==> config.mk <==
export PLATFORM = sky130hd
export DESIGN_NAME = alu_sequencer
export DESIGN_NICKNAME = d
export VERILOG_FILES = /design/src/rtl/alu_pkg.sv /design/src/rtl/alu_flags.sv /design/src/rtl/alu_sequencer.sv
export SDC_FILE = /design/constraint.sdc
export NUM_CORES = 1
export LEC_CHECK = 0
export BUFFER_PORTS_ARGS = -buffer_cell sky130_fd_sc_hd__buf_2
export CAP_MARGIN = 0
export CORE_MARGIN = 2
export CORE_UTILIZATION = 40
export CTS_BUF_LIST = sky130_fd_sc_hd__clkbuf_4 sky130_fd_sc_hd__clkbuf_8
export CTS_CLUSTER_DIAMETER = 40
export DETAILED_ROUTE_END_ITERATION = 10
export PLACE_DENSITY = 0.63
export SLEW_MARGIN = 20
export SYNTH_ARGS = -nofsm -noshare
export SYNTH_HDL_FRONTEND = slang
export SYNTH_SLANG_ARGS = --single-unit
==> constraint.sdc <==
create_clock -name clk -period 8.1 [get_ports clk]
set_clock_uncertainty 0.15 [all_clocks]
set_input_delay 0 -clock clk [delete_from_list [all_inputs] [get_ports clk]]
set_output_delay 0 -clock clk [all_outputs]
set_load 0.02 [all_outputs]
==> src/rtl/alu_pkg.sv <==
// Shared types for the strobed-ALU sequencer: op codes, ALU select mapping, FSM states, status bit indices.
// Optional self-check build macro used by the sequencer: ALU_SEQ_SELFCHECK_EN.
package alu_pkg;

    typedef enum logic [1:0] {
        OP_OR  = 2'b00,
        OP_ADD = 2'b01,
        OP_MUL = 2'b10,
        OP_SUB = 2'b11
    } op_t;

    typedef enum logic [2:0] {
        S_IDLE,
        S_SETUP,
        S_STROBE,
        S_CAPTURE,
        S_RESP
    } state_t;

    localparam int unsigned STAT_N = 2;
    localparam int unsigned STAT_C = 1;
    localparam int unsigned STAT_Z = 0;

    // ALU select lines {control[2], control[1]} for each operation
    function automatic logic [1:0] op_select(input op_t op);
        logic [1:0] sel;
        case (op)
            OP_ADD:  sel = 2'b01;
            OP_SUB:  sel = 2'b11;
            OP_MUL:  sel = 2'b10;
            default: sel = 2'b00;
        endcase
        return sel;
    endfunction

endpackage

==> src/rtl/alu_flags.sv <==
// Combinational {N,C,Z} flag generation from operands and ALU result.
// With ALU_SEQ_SELFCHECK_EN defined it also produces the reference 8-bit result.
module alu_flags
    import alu_pkg::*;
(
    input  logic [1:0] op,
    input  logic [7:0] a,
    input  logic [7:0] b,
    input  logic [7:0] result,
`ifdef ALU_SEQ_SELFCHECK_EN
    output logic [7:0] expected,
`endif
    output logic [2:0] status
);

    op_t  op_e;
    logic carry;

    assign op_e = op_t'(op);

    always_comb begin
        carry = 1'b0;
        case (op_e)
            OP_ADD:  carry = (9'(a) + 9'(b)) > 9'd255;
            OP_SUB:  carry = a < b;
            OP_MUL:  carry = (16'(a) * 16'(b)) > 16'd255;
            default: carry = 1'b0;
        endcase
    end

    always_comb begin
        status         = '0;
        status[STAT_N] = result[7];
        status[STAT_C] = carry;
        status[STAT_Z] = (result == 8'd0);
    end

`ifdef ALU_SEQ_SELFCHECK_EN
    always_comb begin
        expected = '0;
        case (op_e)
            OP_ADD:  expected = a + b;
            OP_SUB:  expected = a - b;
            OP_MUL:  expected = a * b;
            default: expected = a | b;
        endcase
    end
`endif

endmodule

==> src/rtl/alu_sequencer.sv <==
// Request/response initiator for the 8-bit strobed ALU: SETUP -> STROBE -> CAPTURE -> RESP per op.
// Define ALU_SEQ_SELFCHECK_EN to compare alu_o against an internal reference and flag res_err.
module alu_sequencer
    import alu_pkg::*;
#(
    parameter int unsigned W = 8
) (
    input  logic         clk,
    input  logic         rst_n,
    input  logic         op_valid,
    output logic         op_ready,
    input  logic [1:0]   op_code,
    input  logic [W-1:0] op_a,
    input  logic [W-1:0] op_b,
    output logic [W-1:0] alu_a1,
    output logic [W-1:0] alu_a2,
    output logic [2:0]   alu_control,
    input  logic [W-1:0] alu_o,
    output logic         res_valid,
    input  logic         res_ready,
    output logic [W-1:0] res_data,
    output logic [2:0]   res_status,
    output logic         res_err
);

    state_t       state, state_next;
    op_t          op_reg;
    logic         strobe;
    logic [2:0]   flag_status;

`ifdef ALU_SEQ_SELFCHECK_EN
    logic [W-1:0] expected;
    logic         err_reg;
`endif

    alu_flags u_flags (
        .op       (op_reg),
        .a        (alu_a1),
        .b        (alu_a2),
        .result   (alu_o),
`ifdef ALU_SEQ_SELFCHECK_EN
        .expected (expected),
`endif
        .status   (flag_status)
    );

    always_comb begin
        state_next = state;
        case (state)
            S_IDLE:    if (op_valid) state_next = S_SETUP;
            S_SETUP:   state_next = S_STROBE;
            S_STROBE:  state_next = S_CAPTURE;
            S_CAPTURE: state_next = S_RESP;
            S_RESP:    if (res_ready) state_next = S_IDLE;
            default:   state_next = S_IDLE;
        endcase
    end

    // Strobe is registered off the next state so it is a clean one-cycle pulse
    always_ff @(posedge clk or negedge rst_n) begin
        if (!rst_n) begin
            state      <= S_IDLE;
            strobe     <= 1'b0;
            op_reg     <= OP_OR;
            alu_a1     <= '0;
            alu_a2     <= '0;
            res_data   <= '0;
            res_status <= '0;
        end else begin
            state  <= state_next;
            strobe <= (state_next == S_STROBE);
            if (state == S_IDLE && op_valid) begin
                alu_a1 <= op_a;
                alu_a2 <= op_b;
                op_reg <= op_t'(op_code);
            end
            if (state == S_CAPTURE) begin
                res_data   <= alu_o;
                res_status <= flag_status;
            end
        end
    end

`ifdef ALU_SEQ_SELFCHECK_EN
    always_ff @(posedge clk or negedge rst_n) begin
        if (!rst_n) begin
            err_reg <= 1'b0;
        end else if (state == S_CAPTURE) begin
            err_reg <= (alu_o != expected);
        end
    end
    assign res_err = err_reg;
`else
    assign res_err = 1'b0;
`endif

    assign op_ready    = (state == S_IDLE);
    assign res_valid   = (state == S_RESP);
    assign alu_control = {op_select(op_reg), strobe};

endmodule

==> flow_metrics.tcl, run 1 <==
set metrics [dict create \
    cp.arrival_ns 4.91 \
    synth-edff-count 0 \
    slew_headroom_pct 40.2 \
    tightest_slew_ns 0.897 \
    postSynthCellCount 392 \
    period_share_pct 60.0 \
    fin_nets 596 \
    drt_iter0_drc 79 \
    r2r-start "alu_a1[1]" \
    fin_area_mm2 0.00451 \
    path_clk_slew_ns 0.08 \
    placed_cell_area_mm2 0.00411 \
    die_x_um 101 \
    cp-end-kind "flip-flop" \
    startpoint "alu_a1[1]" \
    synth_cell_types 47 \
    drv_cap 0 \
    synth_top_area_share_pct 21.5 \
    status "completed" \
    wirelength_um 8370 \
    final_antenna_net_count 0 \
    root_buffer "clkbuf_8" \
    synth_compound_area_share_pct 10.1 \
    startpoint_type "flip-flop" \
    ff2ff_setup_slack_ns 3.24 \
    required_ns 8.14 \
    synth_area_leader_cell "dfrtp_1" \
    synth_top_family_by_area "adder cells" \
    num_vias 2997 \
    min_period_ns 4.86 \
    path_cells "nand2_1 > fa_1 > fa_1 > inv_1 > fa_1 > inv_1 > fa_1 > inv_1 > ha_1 > nor2_1 > a2111oi_4 > o2111ai_1 > nor4_1 > nand4_1 > o211a_1" \
    clk_path_buf_depth 2 \
    routedWlPerCell_um 14.2 \
    diodes 0 \
    clock_latency_ns 0.29 \
    synth-adder-area-share_pct 37.3 \
    max_freq_mhz 206 \
    cpPeakStageDelay_ns 0.58 \
    async_flop_share_pct 100 \
    synth_nets 511 \
    cts_tree "yes" \
    hold_viol 0 \
    netlist_area_mm2 0.00373 \
    grt_max_degree 33 \
    critPathMaxFanout 12 \
    postCtsSetupBuffers 0 \
    synth_simple_gate_area_share_pct 16.6 \
    drc 0 \
    post_cts_resized 0 \
    ioPinCount 63 \
    grt_pass1_wl_um 14200 \
    synth_ff_type "dfrtp_1" \
    r2r-end "res_status[1]" \
    layout-area-overhead-vs-synth_pct 20.9 \
    grt_pass1_vias 3109 \
    initial_core_util_pct 40.8 \
    clock-sinks 32 \
    h-tree-depth 2 \
    die_h_um 101 \
    r2r_cells 15 \
    antenna_found_initial 0 \
    cts_hold_buf 29 \
    dr.pass1.iters 4 \
    crit_type "reg2reg" \
    numCtsBuffers 5 \
    final_max_slew_viol_count 0 \
    grt_overflow 0 \
    muxShareOfSynthArea_pct 5.40 \
    nFillCells 824 \
    syn_area_per_cell_um2 9.52 \
    multi_input_area_mm2 0.00262 \
    cp-endpoint "res_status[1]" \
    hpwl_um 6510 \
    slowest_stage "dfrtp_1" \
    setup_tns_ns 0 \
    largestRegisters "alu_a1: 8 flops, alu_a2: 8 flops, res_data: 8 flops" \
    ys_top_cells_by_area "dfrtp_1, fa_1, ha_1" \
    rows 35 \
    yosysWarnings 0 \
    final-seq-area_um2 801 \
    crit_path_frequent_cell "fa_1" \
    synth_seq_area_share_pct 21.5 \
    gp_congestion 0.855 \
    synth_xor_area_share_pct 0.704 \
    ys_ff_latch 32 \
    io_buffers 61 \
    hp-class "in2async" \
    whs_ns 0.149 \
    dieArea_mm2 0.0101 \
    grt_usage_pct 17.4 \
    setup_viol 0 \
    viasPerCell 5.09 \
    drive_gt1_share_pct 19.5 \
    rsz0062_at_grt "no" \
    core-area_mm2 0.00915 \
]
worst max-delay path, delay by kind of cell, from the launching register on:
family,cells,cell delay [ns]
simple gates,4,0.71
flops,1,0.58
fa+ha+maj,5,2.47
buf+inv,3,0.14
compound gates,3,0.70
logic make-up after synthesis:
| logic type | after synthesis |
|---|---|
| simple gates | 118 |
| fa+ha+maj | 89 |
| buf+inv | 77 |
| compound gates | 54 |
| flops | 32 |
| mux | 18 |
| xor+xnor | 3 |
| other cells | 1 |
cell type report:
cell class | count | share of cell area (%)
clock inverter | 3 | 1.03
sequential | 32 | 17.7
tap | 111 | 3.08
multi-input combinational | 283 | 58.0
inverter | 65 | 5.41
clock buffer | 5 | 1.52
timing repair buffer | 90 | 13.2
routing by layer:
metal / vias to the layer above / share of wire (%) / GRT usage [%]
met3: 19 / 3.8 / 2.50
met4: 0 / 1.8 / 6.53
li1: 1438 / - / -
met1: 1455 / 44 / 21.8
met5: - / 0 / 0
met2: 85 / 51 / 30.4
cell usage after synthesis, types with 2 or more instances:
cell and count:
ha_1 52, a221oi_1 2, o21bai_1 2, and2_1 39, nand2_1 30, fa_1 37
clkbuf_2 2, a31oi_1 2, clkbuf_1 4, nand3_1 5, nand2b_1 4, nor4_1 4
o21a_1 2, nor2_1 23, nor3b_1 2, buf_4 3, a21oi_1 10, mux2_2 17
a2111oi_0 2, o2111ai_1 3, buf_2 2, o21ai_0 21, inv_1 64, nor3_1 4
xor2_1 2, nor2b_1 2, dfrtp_1 32
how the worst min path moves through the flow:
| stage | slack, ns | cells past startpoint | from | end |
|---|---|---|---|---|
| final | 0.15 | 2 | rst_n | state[2] |
| after global placement | -0.05 | 1 | rst_n | strobe |
| after detailed placement | -0.04 | 1 | rst_n | state[2] |
| after global routing | 0.22 | 2 | rst_n | alu_a2[4] |
| after CTS | 0.17 | 2 | rst_n | state[2] |
| after floorplan | -0.45 | 0 | rst_n | alu_a1[0] |
through the flow:
step / utilization (%) / std cells / setup WS [ns]
3_3_place_gp: 44.9 / 552 / 3.40
4_1_cts: 49.3 / 589 / 3.23
6_report: 49.3 / 589 / 3.24
5_1_grt: 49.3 / 589 / 2.92
2_1_floorplan: - / 392 / 3.46
3_5_place_dp: 44.9 / 552 / 3.26
cells in the final DEF, fill, tap and decap left out, types with 21 or more instances in the layout:
cell type      synthesis  layout
o21ai_0               21      21
and2_1                39      39
dlygate4sd3_1          0      29
nor2_1                23      23
ha_1                  52      52
dfrtp_1               32      32
buf_2                  2      61
fa_1                  37      37
nand2_1               30      30
inv_1                 64      64
Power of run 1 is not shown: default switching activity piles up to over one toggle a cycle in this logic, so the estimate is an artifact.
==> run 2: changes to the inputs <==
- PLACE_DENSITY: 0.63 -> 0.65
- clock period: 8.1 -> 4.4 ns (I/O delays scaled with it)
==> run 2 against run 1 <==
The flow now finishes with violations (negative setup slack); largest cell class unchanged; worst hold slack improved by 0.019 ns; register-to-register slack got worse by 3.3 ns; cell count rose by 9.2%; utilization rose by 6.4 points.
==> flow_metrics.tcl, run 2 (synthesis results as in run 1) <==
set metrics [dict create \
    grt_overflow 0 \
    grt_max_degree 33 \
    critPathMaxFanout 4 \
    fin_nets 650 \
    hp-class "in2async" \
    failed_checks "negative setup slack" \
    whs_ns 0.168 \
    die_x_um 101 \
    drt_iter0_drc 134 \
    startpoint_type "flip-flop" \
    drc 0 \
    final_antenna_net_count 0 \
    root_buffer "clkbuf_8" \
    layout_common_cells "buf_2, inv_1, buf_4, ha_1, and2_1" \
    final_max_slew_viol_count 0 \
    grt_pass1_vias 3402 \
    cp-end-kind "flip-flop" \
    setup_viol 1 \
    wirelength_um 9740 \
    hpwl_um 7200 \
    io_buffers 61 \
    max_freq_mhz 222 \
    hold_viol 0 \
    cpPeakStageDelay_ns 0.56 \
    grt_usage_pct 19.7 \
    dp_slack_ns -0.203 \
    path_clk_slew_ns 0.08 \
    antenna_found_initial 0 \
    numCtsBuffers 5 \
    ioPinCount 63 \
    cp.arrival_ns 4.54 \
    layout-area-overhead-vs-synth_pct 36.7 \
    tightest_slew_ns 0.906 \
    gp_congestion 0.895 \
    setup_ws_ns -0.110 \
    mostFrequentLayoutCell "buf_2" \
    num_vias 3248 \
    drive_gt1_share_pct 36.5 \
    diodes 0 \
    grt_pass1_wl_um 15900 \
    clk_path_buf_depth 2 \
    initial_core_util_pct 40.8 \
    min_period_ns 4.51 \
    cts_tree "yes" \
    largestRegisters "alu_a1: 8 flops, alu_a2: 8 flops, res_data: 8 flops" \
    stdcell_count 643 \
    path_cells "buf_6 > and2_4 > fa_2 > fa_1 > inv_2 > fa_1 > fa_1 > inv_2 > ha_4 > o21ai_2 > nor2_1 > or4_4 > a21oi_2 > mux2i_1 > nand4_1 > o211a_1" \
    r2r-start "alu_a1[2]" \
    period_share_pct 102 \
    place_inst 590 \
    die_h_um 101 \
    dieArea_mm2 0.0101 \
    status "complete, but fails checks" \
    dr.pass1.iters 4 \
    rows 35 \
    h-tree-depth 2 \
    rsz0062_at_grt "yes" \
    crit_path_frequent_cell "fa_1" \
    clock_latency_ns 0.29 \
    slowest_stage "or4_4" \
    required_ns 4.43 \
    slew_headroom_pct 39.6 \
    routedWlPerCell_um 15.1 \
    core-area_mm2 0.00915 \
    crit_type "reg2reg" \
    startpoint "alu_a1[2]" \
    viasPerCell 5.05 \
    clock-sinks 32 \
    drv_cap 0 \
]
run 2: final timing paths:
path	end	depth (start not counted)	slack, ns
hold reg to reg	res_status[0]	2	0.36
setup reg to reg	res_status[1]	16	-0.11
min in group clk	alu_a2[5]	4	0.30
max in group asynchronous	alu_a2[4]	2	3.39
setup / recovery	res_status[1]	16	-0.11
hold / removal	state[2]	2	0.17
run 2: worst max-delay path, delay by kind of cell, from the launching register on:
family,cells,cell delay [ns]
muxes,1,0.19
and+or+nand+nor,4,0.89
buffers and inverters,3,0.21
adders and majority gates,5,2.07
DFF,1,0.44
AOI/OAI and AO/OA,3,0.45
run 2: stage by stage:
step                      instance area, um2  util, %  setup TNS, ns
after floorplan                         3800        -              0
after global placement                  4460     48.7         -0.125
after detailed placement                4460     48.7         -0.203
after CTS                               5040     55.1        -0.0924
after global routing                    5100     55.7         -0.205
final                                   5100     55.7         -0.110
run 2: repair_timing:
item,in CTS,in global routing
endpoints found under the setup margin,1,1
pin swaps,23,17
buffers inserted,11,5
gates resized for setup,20,11
endpoints found under the hold margin,61,0
hold buffers,29,0
run 2: metal layers:
layer | track usage (%) | wire length [um]
met5 | 0 | 0
met4 | 4.00 | 95
met3 | 2.36 | 345
met2 | 35.3 | 5040
met1 | 25.5 | 4260
run 2: cell type report:
cell class / instances / area [um2]
Multi-Input combinational cell: 283 / 2780
Fill cell: 749 / 4050
Tap cell: 111 / 139
Timing Repair Buffer: 144 / 1010
Clock inverter: 3 / 46.3
Clock buffer: 5 / 68.8
Inverter: 65 / 244
Sequential cell: 32 / 816
Power of run 2 is left out for the same reason.
